===== src/rtl/gumnut_arb_pkg.sv =====
// Shared types and constants for the gumnut two-master Wishbone data arbiter.
package gumnut_arb_pkg;

  typedef enum logic [1:0] {
    IDLE = 2'd0,
    OWN0 = 2'd1,
    OWN1 = 2'd2
  } arb_state_e;

  localparam int TIMEOUT_DEFAULT = 15;

endpackage


===== src/rtl/arb_watchdog.sv =====
// Stall watchdog: counts enabled cycles and pulses expire on the TIMEOUT-th one.
module arb_watchdog #(
  parameter int TIMEOUT = 15
) (
  input  logic clk,
  input  logic rst_n,
  input  logic en,
  input  logic clr,
  output logic expire
);

  logic [7:0] count;

  // Fires combinationally on the stalled cycle that would bring the count to TIMEOUT.
  assign expire = en & ~clr & (count == 8'(TIMEOUT - 1));

  always_ff @(posedge clk or negedge rst_n) begin
    // NOTE: non-blocking assignments keep every flop sampling pre-edge values.
    if (!rst_n) begin
      count <= '0;
    end else if (clr || expire) begin
      count <= '0;
    end else if (en) begin
      count <= count + 8'd1;
    end
  end

endmodule


===== src/rtl/gumnut_data_arbiter.sv =====
// Two-master Wishbone arbiter for a shared slave: round-robin on ties, no
// preemption, one-cycle grant latency and a per-owner stall watchdog.
module gumnut_data_arbiter
  import gumnut_arb_pkg::*;
#(
  parameter int TIMEOUT = TIMEOUT_DEFAULT
) (
  input  logic       clk_i,
  input  logic       rst_i,
  input  logic       m0_cyc_i,
  input  logic       m0_stb_i,
  input  logic       m0_we_i,
  input  logic [7:0] m0_adr_i,
  input  logic [7:0] m0_dat_i,
  output logic       m0_ack_o,
  output logic       m0_err_o,
  output logic [7:0] m0_dat_o,
  input  logic       m1_cyc_i,
  input  logic       m1_stb_i,
  input  logic       m1_we_i,
  input  logic [7:0] m1_adr_i,
  input  logic [7:0] m1_dat_i,
  output logic       m1_ack_o,
  output logic       m1_err_o,
  output logic [7:0] m1_dat_o,
  output logic       s_cyc_o,
  output logic       s_stb_o,
  output logic       s_we_o,
  output logic [7:0] s_adr_o,
  output logic [7:0] s_dat_o,
  input  logic [7:0] s_dat_i,
  input  logic       s_ack_i,
  output logic [1:0] gnt_o
);

  arb_state_e state;
  logic       last_m1;
  logic       own0, own1, active, own_stb;
  logic       release_c, grant_c, wd_en, wd_clr, expire;

  assign own0      = (state == OWN0);
  assign own1      = (state == OWN1);
  assign active    = (own0 & m0_cyc_i) | (own1 & m1_cyc_i);
  assign own_stb   = own0 ? m0_stb_i : m1_stb_i;
  assign release_c = (own0 & ~m0_cyc_i) | (own1 & ~m1_cyc_i);
  assign grant_c   = (state == IDLE) & (m0_cyc_i | m1_cyc_i);
  assign wd_en     = active & own_stb & ~s_ack_i;
  assign wd_clr    = ~wd_en | release_c | grant_c;

  arb_watchdog #(.TIMEOUT(TIMEOUT)) u_watchdog (
    .clk    (clk_i),
    .rst_n  (rst_i),
    .en     (wd_en),
    .clr    (wd_clr),
    .expire (expire)
  );

  always_ff @(posedge clk_i or negedge rst_i) begin
    if (!rst_i) begin
      state   <= IDLE;
      last_m1 <= 1'b1;
      gnt_o   <= 2'b00;
    end else begin
      unique case (state)
        IDLE: begin
          // A tie goes to whichever master did not own the bus last.
          if (m0_cyc_i && (!m1_cyc_i || last_m1)) begin
            state <= OWN0;
            gnt_o <= 2'b01;
          end else if (m1_cyc_i) begin
            state <= OWN1;
            gnt_o <= 2'b10;
          end
        end
        OWN0: if (!m0_cyc_i) begin
          state   <= IDLE;
          last_m1 <= 1'b0;
          gnt_o   <= 2'b00;
        end
        OWN1: if (!m1_cyc_i) begin
          state   <= IDLE;
          last_m1 <= 1'b1;
          gnt_o   <= 2'b00;
        end
        default: begin
          state <= IDLE;
          gnt_o <= 2'b00;
        end
      endcase
    end
  end

  assign m0_dat_o = s_dat_i;
  assign m1_dat_o = s_dat_i;

  always_comb begin
    // NOTE: every output gets a default first so no path can infer a latch.
    s_cyc_o  = 1'b0;
    s_stb_o  = 1'b0;
    s_we_o   = 1'b0;
    s_adr_o  = '0;
    s_dat_o  = '0;
    m0_ack_o = 1'b0;
    m0_err_o = 1'b0;
    m1_ack_o = 1'b0;
    m1_err_o = 1'b0;
    if (own0) begin
      m0_ack_o = s_ack_i;
      if (m0_cyc_i) begin
        s_cyc_o  = 1'b1;
        s_stb_o  = m0_stb_i & ~expire;
        s_we_o   = m0_we_i;
        s_adr_o  = m0_adr_i;
        s_dat_o  = m0_dat_i;
        m0_err_o = expire;
      end
    end else if (own1) begin
      m1_ack_o = s_ack_i;
      if (m1_cyc_i) begin
        s_cyc_o  = 1'b1;
        s_stb_o  = m1_stb_i & ~expire;
        s_we_o   = m1_we_i;
        s_adr_o  = m1_adr_i;
        s_dat_o  = m1_dat_i;
        m1_err_o = expire;
      end
    end
  end

endmodule


===== config.mk =====
export PLATFORM = sky130hd
export DESIGN_NAME = gumnut_data_arbiter
export DESIGN_NICKNAME = d
export VERILOG_FILES = /design/src/rtl/gumnut_arb_pkg.sv /design/src/rtl/arb_watchdog.sv /design/src/rtl/gumnut_data_arbiter.sv
export SDC_FILE = /design/constraint.sdc
export NUM_CORES = 1
export LEC_CHECK = 0
export ABC_CLOCK_PERIOD_IN_PS = 1700
export CAP_MARGIN = 20
export CORE_MARGIN = 3
export CORE_UTILIZATION = 26
export DETAILED_ROUTE_END_ITERATION = 16
export PLACE_DENSITY = 0.76
export RECOVER_POWER = 100
export SLEW_MARGIN = 20
export SYNTH_ARGS = -nofsm -noshare
export SYNTH_HDL_FRONTEND = slang
export SYNTH_SLANG_ARGS = --single-unit

===== constraint.sdc =====
create_clock -name clk_i -period 1.7 [get_ports clk_i]
set_clock_uncertainty 0.05 [all_clocks]
set_input_delay 0.255 -clock clk_i [delete_from_list [all_inputs] [get_ports clk_i]]
set_output_delay 0.255 -clock clk_i [all_outputs]
set_load 0.05 [all_outputs]

==> metrics.md <==
| Metric | Value |
|---|---|
| TritonCTS clock tree | done |
| Max Clk Rate | 453 MHz |
| Detailed Place HPWL | 2.70 mm |
| Total routed wirelength | 3.73 mm |
| Filler cell count | 237 |
| Max Cap Viol | 0 |
| Ys async rst share | 100% |
| DIE AREA | 4210 µm² |
| Setup TNS | -5.29 ns |
| Antenna diode count | 0 |
| First-pass GRT wire length | 5.60 mm |
| WP data required | 1.39 ns |
| Htree depth | 1 |
| Leakage | 0.904 nW |
| Placer Congestion | 0.823 |
| RSZ-0062 raised after global routing | yes |
| CTS buffer count | 3 |
| Multi-input logic area | 652 µm² |
| Share of cells above drive strength 1 | 46.4% |
| R2R setup slack | 0 ns |
| Status | finished, violations left |
| Tightest hold margin | 0.337 ns |
| Worst-path clk slew | 0.07 ns |
| Worst setup margin | -0.509 ns |
| Min Tclk post-route | 2.21 ns |
| Drt via density | 5.02 |
| Area delta synth->final | 131% |
| Failing checks | negative setup slack |
| Synth Warn # | 0 |
| Placed cell count | 199 |
| Part of the power in registers | 22.1% |
| Clock network power share | 11.9% |
| CTS Buffer Depth | 2 |
| Crit path max fanout | 4 |
| Sw Ratio | 39.3% |
| Yosys reg bits | 11 |
| Critical-path cell list | inv_1 > ha_1 > or4b_4 > nor3_4 > and4bb_2 > buf_12 |
| Register area share after synthesis | 30.7% |
| Post-Syn Area per Cell | 9.10 µm² |
| Peak supply drop | 459 µV |
| Largest net degree at the start of global routing | 18 |
| Final Hold Vio Count | 0 |
| Synthesized cell area | 901 µm² |
| PortBufs | 65 |
| Endpoints failing setup | 22 |
| Post-route DRC violation count | 0 |
| Die height | 64.9 µm |
| CP Class | reg2out |
| Clock latency on the worst-skew pair | 0.27 ns |
| Total number of vias | 1054 |
| Clk sinks | 11 |
| Slew headroom | 60.8% |
| Mapped Nets | 150 |
| CORE AREA | 3180 µm² |
| Die Width | 64.9 µm |
| Num rows | 20 |
| WP data arrival | 1.90 ns |
| Starting Density | 28.3% |
| Routed WL per cell | 17.8 µm |
| Net Sw Power | 570 µW |
| Gr usage total | 17.2% |
| I/O Pins | 90 |
| FF/Latch Area | 278 µm² |
| Initial DRC Count | 40 |
| Total congestion overflow | 0 |
| Fin crit share | 130% |
| Power per cell area | 697 nW/µm² |
| Worst-margin pin slew | 0.584 ns |
| Slew Viols, Final | 0 |
| Dominant synthesized flop cell | dfrtp_1 |
| Post-synthesis cell count | 99 |
| Combinational Power Share | 66.1% |
| CP max-delay cell | or4b_4 |
| CP endpoint kind | output port |
| Cell Int Power | 879 µW |
| Antenna Nets Post-Route | 0 |
| DRT Pass-1 Iters | 4 |
| Initial antenna violation count | 0 |
| Post-synth EDFFs | 0 |
| CTS root buf | clkbuf_4 |
| Crit start category | flip-flop |
| Final Instance Count excl. Fillers | 210 |
| Vias in the first global route | 1050 |
| Distinct cells, synth | 32 |
| CP max stage delay | 0.47 ns |
| Worst hold path type | in2async |
| Fin nets | 218 |
| Pre-CTS setup slack | -0.278 ns |
==> flip-flops by register name, indices dropped and copies added (netlist names) <==
signal            cells
last_m1               1
state                 2
u_watchdog.count      8
==> synth_stat cells (all sizes together), types with 2 or more instances <==
| cell | count | area, µm² |
|---|---|---|
| a211oi | 3 | 22.5 |
| a21oi | 2 | 10.0 |
| a22o | 17 | 149 |
| and3 | 2 | 12.5 |
| and4b | 2 | 20.0 |
| and4bb | 2 | 25.0 |
| buf | 21 | 150 |
| dfrtp | 10 | 250 |
| ha | 2 | 25.0 |
| inv | 3 | 11.3 |
| nand2 | 5 | 18.8 |
| nand3 | 3 | 15.0 |
| nor2 | 2 | 7.51 |
| nor3 | 7 | 40.0 |
| o21ai | 5 | 25.0 |
| or3 | 2 | 15.0 |
| xor2 | 2 | 17.5 |
==> timing repair <==
action	4_1_cts	5_1_grt
pin swaps	7	3
hold buffers	0	0
hold endpoints to repair	0	0
gates resized for setup	17	2
gates cloned	1	1
buffers inserted	4	1
setup endpoints to repair	29	29
==> power groups by stage <==
| stage | combinational, mW | sequential [mW] | clock, mW |
|---|---|---|---|
| 6_report | 0.958 | 0.320 | 0.172 |
| 5_1_grt | 0.991 | 0.324 | 0.197 |
| 4_1_cts | 0.942 | 0.321 | 0.179 |
| 3_5_place_dp | 0.864 | 0.327 | 0 |
| 3_3_place_gp | 0.853 | 0.324 | 0 |
| 2_1_floorplan | 0.499 | 0.356 | 0 |
==> worst paths after layout <==
kind,depth (start not counted),from,to
max in group asynchronous,1,rst_i,state[0]
worst min register to register,2,last_m1,last_m1
worst max-delay path,6,u_watchdog.count[0],m0_err_o
min in group clk_i,3,m0_cyc_i,last_m1
worst min-delay path,1,rst_i,u_watchdog.count[2]
worst max register to register,6,u_watchdog.count[0],u_watchdog.count[6]
==> cells in the final DEF, fill, tap and decap left out, drive strengths merged, types with 3 or more instances in the layout <==
master / count
a211oi: 3
a22o: 17
buf: 41
clkbuf: 7
clkdlybuf4s50: 37
dfrtp: 10
inv: 3
nand2: 5
nand3: 3
nor3: 7
o21ai: 5
==> worst max-delay path, delay by kind of cell (launching register included) <==
kind / cells / cell delay (ns)
AND/OR/NAND/NOR: 3 / 0.93
flip-flops: 1 / 0.37
buffers and inverters: 2 / 0.20
adder cells (fa/ha/maj): 1 / 0.13
==> routing by layer <==
metal | vias to the layer above | GRT usage (%) | part of all wire (%)
met2 | 58 | 29.9 | 48
met4 | 0 | 3.17 | 0.62
li1 | 494 | - | -
met5 | - | 0 | 0
met3 | 3 | 5.37 | 9.9
met1 | 499 | 20.8 | 42
==> cell families (layout without fill, tap and decap cells) <==
| kind of cell | after synthesis | in the layout | synth area share [%] |
|---|---|---|---|
| compound gates | 29 | 29 | 24.6 |
| xor+xnor | 3 | 3 | 2.92 |
| fa+ha+maj | 2 | 2 | 2.78 |
| buf+inv | 24 | 91 | 17.9 |
| flops | 11 | 11 | 30.7 |
| simple gates | 30 | 30 | 21.1 |
==> layout make-up <==
class / instances / area share, %
Clock buffer: 4 / 1.26
Inverter: 3 / 0.542
Multi-Input combinational cell: 64 / 31.4
Sequential cell: 11 / 13.4
Tap cell: 44 / 2.65
Timing Repair Buffer: 84 / 50.8
==> through the flow <==
step           power (mW)  area [µm²]  util [%]
2_1_floorplan       0.855        1030         -
3_3_place_gp         1.18        1900      59.7
3_5_place_dp         1.19        1900      59.7
4_1_cts              1.44        2060      64.7
5_1_grt              1.51        2080      65.4
6_report             1.45        2080      65.4
Power figures use the tool's default switching activity.
==> patch 1: new RTL, config.mk and constraints unchanged <==
Re-encode `arb_state_e` (3 states) as one-hot, 3 bits wide.
--- a/src/rtl/gumnut_arb_pkg.sv
+++ b/src/rtl/gumnut_arb_pkg.sv
@@ -3,6 +3,6 @@
 
-  typedef enum logic [1:0] {
-    IDLE = 2'd0,
-    OWN0 = 2'd1,
-    OWN1 = 2'd2
+  typedef enum logic [2:0] {
+    IDLE = 3'b001,
+    OWN0 = 3'b010,
+    OWN1 = 3'b100
   } arb_state_e;
Check against the original RTL: same outputs for any inputs over 10 cycles, from zero or initial values and one cycle with rst_i low; not proved beyond that.
==> patch 1 against the unedited design <==
Largest power group unchanged. The flow still finishes with violations (setup timing). Hold slack better by 0.051 ns. Critical path depth unchanged. Critical path type unchanged. Register-to-register slack improved by 0.04 ns. Routed wire length grew 7.2%. Combinational power rose by 61%. Area after synthesis rose by 16%. Design area is 20% higher. Core utilization rose by 0.83 points. Sequential cell count is 1 higher. Cell count increased by 18%. Total power grew 55%. Non-clock buffer count increased by 19. Worst setup slack improved by 0.068 ns.
==> patch 1: results (changes against the unedited design) <==
.. list-table::
   :header-rows: 1

   * - Metric
     - Value
   * - Count of final setup violators
     - 22 (unchanged)
   * - Setup slack of the worst register-to-register path
     - 0.04 ns (+0.04 ns)
   * - Portion of netlist area occupied by mux cells
     - 1.07% (+1.1 points)
   * - GPL Wtd Cong
     - 0.791 (-3.9%)
   * - Crit path largest cell delay
     - 0.44 ns (-0.03 ns)
   * - Root buffer selected by CTS
     - clkbuf_8
   * - Post-synthesis adder-cell area fraction
     - 2.39% (-0.39 points)
   * - Maximum number of pins on one net before global-route repair
     - 14 (-4)
   * - Count of warnings emitted by yosys
     - 0 (unchanged)
   * - Leading registers by flop count
     - u_watchdog.count: 8 flops, gnt_o: 2 flops
   * - Part of the total power dissipated in sequential elements
     - 17.2% (-4.9 points)
   * - Area of placed instances
     - 2170 sq um (+14%)
   * - Synth top cells by count
     - buf_4 (19), a22o_1 (17), nor2_1 (11), dfrtp_1 (10)
   * - Drt wl/cell
     - 16.2 um (-8.9%)
   * - Pre-CTS worst setup slack
     - -0.406 ns (-0.128 ns)
   * - Slowest stage cell, crit path
     - dfrtp_2
   * - Sequential fraction of the synthesis area
     - 28.9% (-1.8 points)
   * - Number of nets in the synthesized netlist
     - 167 (+11%)
   * - Drt first-iter violations
     - 47 (+18%)
   * - Post-route setup slack
     - -0.441 ns (+0.0676 ns)
   * - Hold_ws
     - 0.388 ns (+0.0514 ns)
   * - Total vias in the final route
     - 1220 (+16%)
   * - Net switching share of the total power
     - 39.0% (-0.32 points)
   * - Violated checks
     - setup timing
   * - Result of the run
     - finished with violations
   * - Placed instance count
     - 229 (+15%)
   * - Largest cells by area after synthesis
     - dfrtp_1 (24%), a22o_1 (14%), buf_4 (14%)
   * - Arrival time of data at the critical path endpoint
     - 1.84 ns (-0.06 ns)
   * - Clock latency at the later pin of the worst-skew pair
     - 0.24 ns (-0.03 ns)
   * - HPWL after detailed placement
     - 2870 um (+6.2%)
   * - Number of global-route vias before repair
     - 1284 (+22%)
   * - Tightest slew margin relative to the limit
     - 63.1% (+2.3 points)
   * - Worst Reg-to-Reg Cells
     - 8 (+2)
   * - CP endpoint
     - s_stb_o
   * - Static power due to leakage
     - 0.00111 uW (+23%)
   * - Setup_tns
     - -7.72 ns (-2.43 ns)
   * - Share of power burned in combinational logic
     - 68.7% (+2.6 points)
   * - Avg Cell Area, Syn
     - 9.04 sq um (-0.67%)
   * - Total track usage
     - 15.6% (-1.6 points)
   * - Worst ir drop on vdd
     - 0.654 mV (+43%)
   * - Max Fanout on Critical Path
     - 3 (-1)
   * - Fraction of synthesized cell area in xor and xnor cells
     - 5.01% (+2.1 points)
   * - Synth cell types
     - 36 (+13%)
   * - First-pass GRT wire length
     - 6050 um (+8.0%)
   * - Area fraction in compound gates after synthesis
     - 21.0% (-3.6 points)
   * - Combinational group power
     - 1540 uW (+61%)
   * - Number of standard cells in the final layout excluding fillers
     - 247 (+18%)
   * - CP Launch Point
     - gnt_o[1]$_DFFE_PN0P_
==> patch 1: changes by cell type after synthesis, moves of 3 or more <==
cell    before  now
nor2_1       2   11
nor3_1       6    2
buf_4       16   19
xor2_1       2    5
==> patch 1: cell type report <==
class	instances	area, sq um
Fill cell	251	1270
Timing Repair Buffer	103	1260
Multi-Input combinational cell	76	798
Sequential cell	12	304
Tap cell	48	60.1
Clock buffer	4	55.1
Inverter	4	15.0
==> patch 1: per-layer routing <==
layer | track usage, % | wire length, um | vias to the layer above
li1 | - | - | 563
met1 | 17.1 | 1370 | 574
met5 | 0 | 0 | -
met3 | 4.93 | 286 | 14
met4 | 6.94 | 108 | 0
met2 | 27.1 | 2240 | 69
==> patch 1: what timing repair did <==
| action | CTS | global route |
|---|---|---|
| setup buffers | 6 | 8 |
| pin swaps | 5 | 23 |
| resized for setup | 15 | 13 |
| gates cloned | 0 | 1 |
| endpoints found under the setup margin | 22 | 30 |
==> patch 2: new RTL, config.mk and constraints unchanged <==
Without the edit above. Change the package constant `TIMEOUT_DEFAULT` from 15 to 8.
--- a/src/rtl/gumnut_arb_pkg.sv
+++ b/src/rtl/gumnut_arb_pkg.sv
@@ -9,3 +9,3 @@
 
-  localparam int TIMEOUT_DEFAULT = 15;
+  localparam int TIMEOUT_DEFAULT = 8;
 
Function: changed (Yosys sat finds a counterexample within 10 cycles, from zero or initial values and one cycle with rst_i low).
==> patch 2 against the unedited design <==
The run still ends with setup timing left. Sequential cell count stayed put. First-iteration DRC count shrank 33%. Total power increased by 5.4%. Area after synthesis is 0.69% lower. Worst setup slack better by 0.16 ns. Routed wire length is 11% higher. Design area up 3.7%.
==> patch 2: results (changes against the unedited design) <==
.. list-table::
   :header-rows: 1

   * - Metric
     - Value
   * - Result of the run
     - finished with violations
   * - Violated checks
     - setup timing
   * - M1 wire length
     - 1630 um (+4.4%)
   * - Drt wl/cell
     - 19.0 um (+6.8%)
   * - Worst Reg-to-Reg Cells
     - 5 (-1)
   * - CP endpoint
     - m1_err_o
   * - Synth top cells by count
     - a22o_1 (17), buf_4 (16), nor2_1 (14), dfrtp_1 (10), nand2_1 (6)
   * - Sequential fraction of the synthesis area
     - 30.9% (+0.21 points)
   * - Drt first-iter violations
     - 27 (-33%)
   * - Count of final setup violators
     - 21 (-4.5%)
   * - GPL Wtd Cong
     - 0.858 (+4.3%)
   * - Number of buffers inserted to repair setup after CTS
     - 8 (+4)
   * - Arrival time of data at the critical path endpoint
     - 1.75 ns (-0.15 ns)
   * - HPWL after detailed placement
     - 2600 um (-3.5%)
   * - Detailed-route vias per instance
     - 4.83 (-3.7%)
   * - Area of placed instances
     - 1950 sq um (+2.8%)
   * - Setup_tns
     - -3.67 ns (+1.61 ns)
   * - Nets
     - 225 (+3.2%)
   * - Clock Tree Buf Depth
     - 2 (unchanged)
   * - WL met2
     - 2090 um (+17%)
   * - Tightest Pin Transition
     - 0.488 ns (-0.0960 ns)
   * - Number of nets in the synthesized netlist
     - 152 (+1.3%)
   * - Worst ir drop on vdd
     - 0.542 mV (+18%)
   * - Global routing usage on met2
     - 36.2% (+6.3 points)
   * - Maximum number of pins on one net before global-route repair
     - 12 (-6)
   * - Avg Cell Area, Syn
     - 8.77 sq um (-3.6%)
   * - Max Fanout on Critical Path
     - 2 (-2)
   * - Routed length on met3
     - 344 um (-6.5%)
   * - Placed instance count
     - 205 (+3.0%)
   * - Post-route setup slack
     - -0.352 ns (+0.156 ns)
   * - Largest cells by area after synthesis
     - dfrtp_1 (28%), a22o_1 (17%), buf_4 (13%)
   * - Setup slack of the worst register-to-register path
     - 0.05 ns (+0.05 ns)
   * - Met3 demand-to-capacity share in global routing
     - 6.24% (+0.87 points)
   * - Total wire length after detailed routing
     - 4140 um (+11%)
   * - Net switching power
     - 613 uW (+7.5%)
   * - Reg2reg start
     - u_watchdog.count[6]$_DFFE_PN0P_
   * - Share of layout cells above drive strength 1
     - 45.4% (-0.98 points)
   * - First-pass GRT wire length
     - 6380 um (+14%)
   * - Root buffer selected by CTS
     - clkbuf_4
   * - Synth cell types
     - 29 (-9.4%)
   * - Static power due to leakage
     - 0.000928 uW (+2.6%)
-- patch 2: cell count changes after synthesis, sizes merged, moves of 2 or more --
cell / before / now
xnor2: 1 / 4
nor2: 2 / 14
and4bb: 2 / 0
nand3b: 0 / 3
a211oi: 3 / 0
nor3: 7 / 2
o21ai: 5 / 2
or3: 2 / 0
and4b: 2 / 0
-- patch 2: cell type report --
| type | count | area [sq um] |
|---|---|---|
| Timing Repair Buffer | 88 | 1120 |
| Fill cell | 242 | 1020 |
| Multi-Input combinational cell | 67 | 666 |
| Sequential cell | 11 | 277 |
| Tap cell | 44 | 55.1 |
| Clock buffer | 4 | 26.3 |
| Inverter | 4 | 15.0 |
-- patch 2: kinds of logic (layout without fill, tap and decap cells) --
group	after synthesis	after routing	share of synthesized area (%)
simple gates	35	35	20.7
compound gates	24	24	22.5
flops	11	11	30.9
buf+inv	24	96	17.3
xor+xnor	6	6	5.87
mux	1	1	1.26
fa+ha+maj	1	1	1.40
-- patch 2: power by group through the flow --
stage / clock network (uW) / registers, uW / logic, uW
floorplan: 0 / 356 / 523
global placement: 0 / 327 / 902
detailed placement: 0 / 328 / 915
CTS: 178 / 320 / 1050
global route: 193 / 326 / 1070
finish: 173 / 322 / 1030
-- patch 2: worst max-delay path, cell delays in order, from the launching register on --
cell and delay [ns]:
dfrtp_1 0.38, or4_4 0.55, nor3_4 0.14, nand3_2 0.14
nor2_4 0.13, buf_12 0.14
-- patch 2: metrics by stage --
step                      utilization [%]  hold WS (ns)  setup WS [ns]
after CTS                            69.1         0.274         -0.367
after floorplan                         -       -0.0906         -0.192
after detailed placement             61.4         0.411         -0.217
final                                67.8         0.336         -0.352
after global routing                 67.8         0.361         -0.456
after global placement               61.4         0.393         -0.184
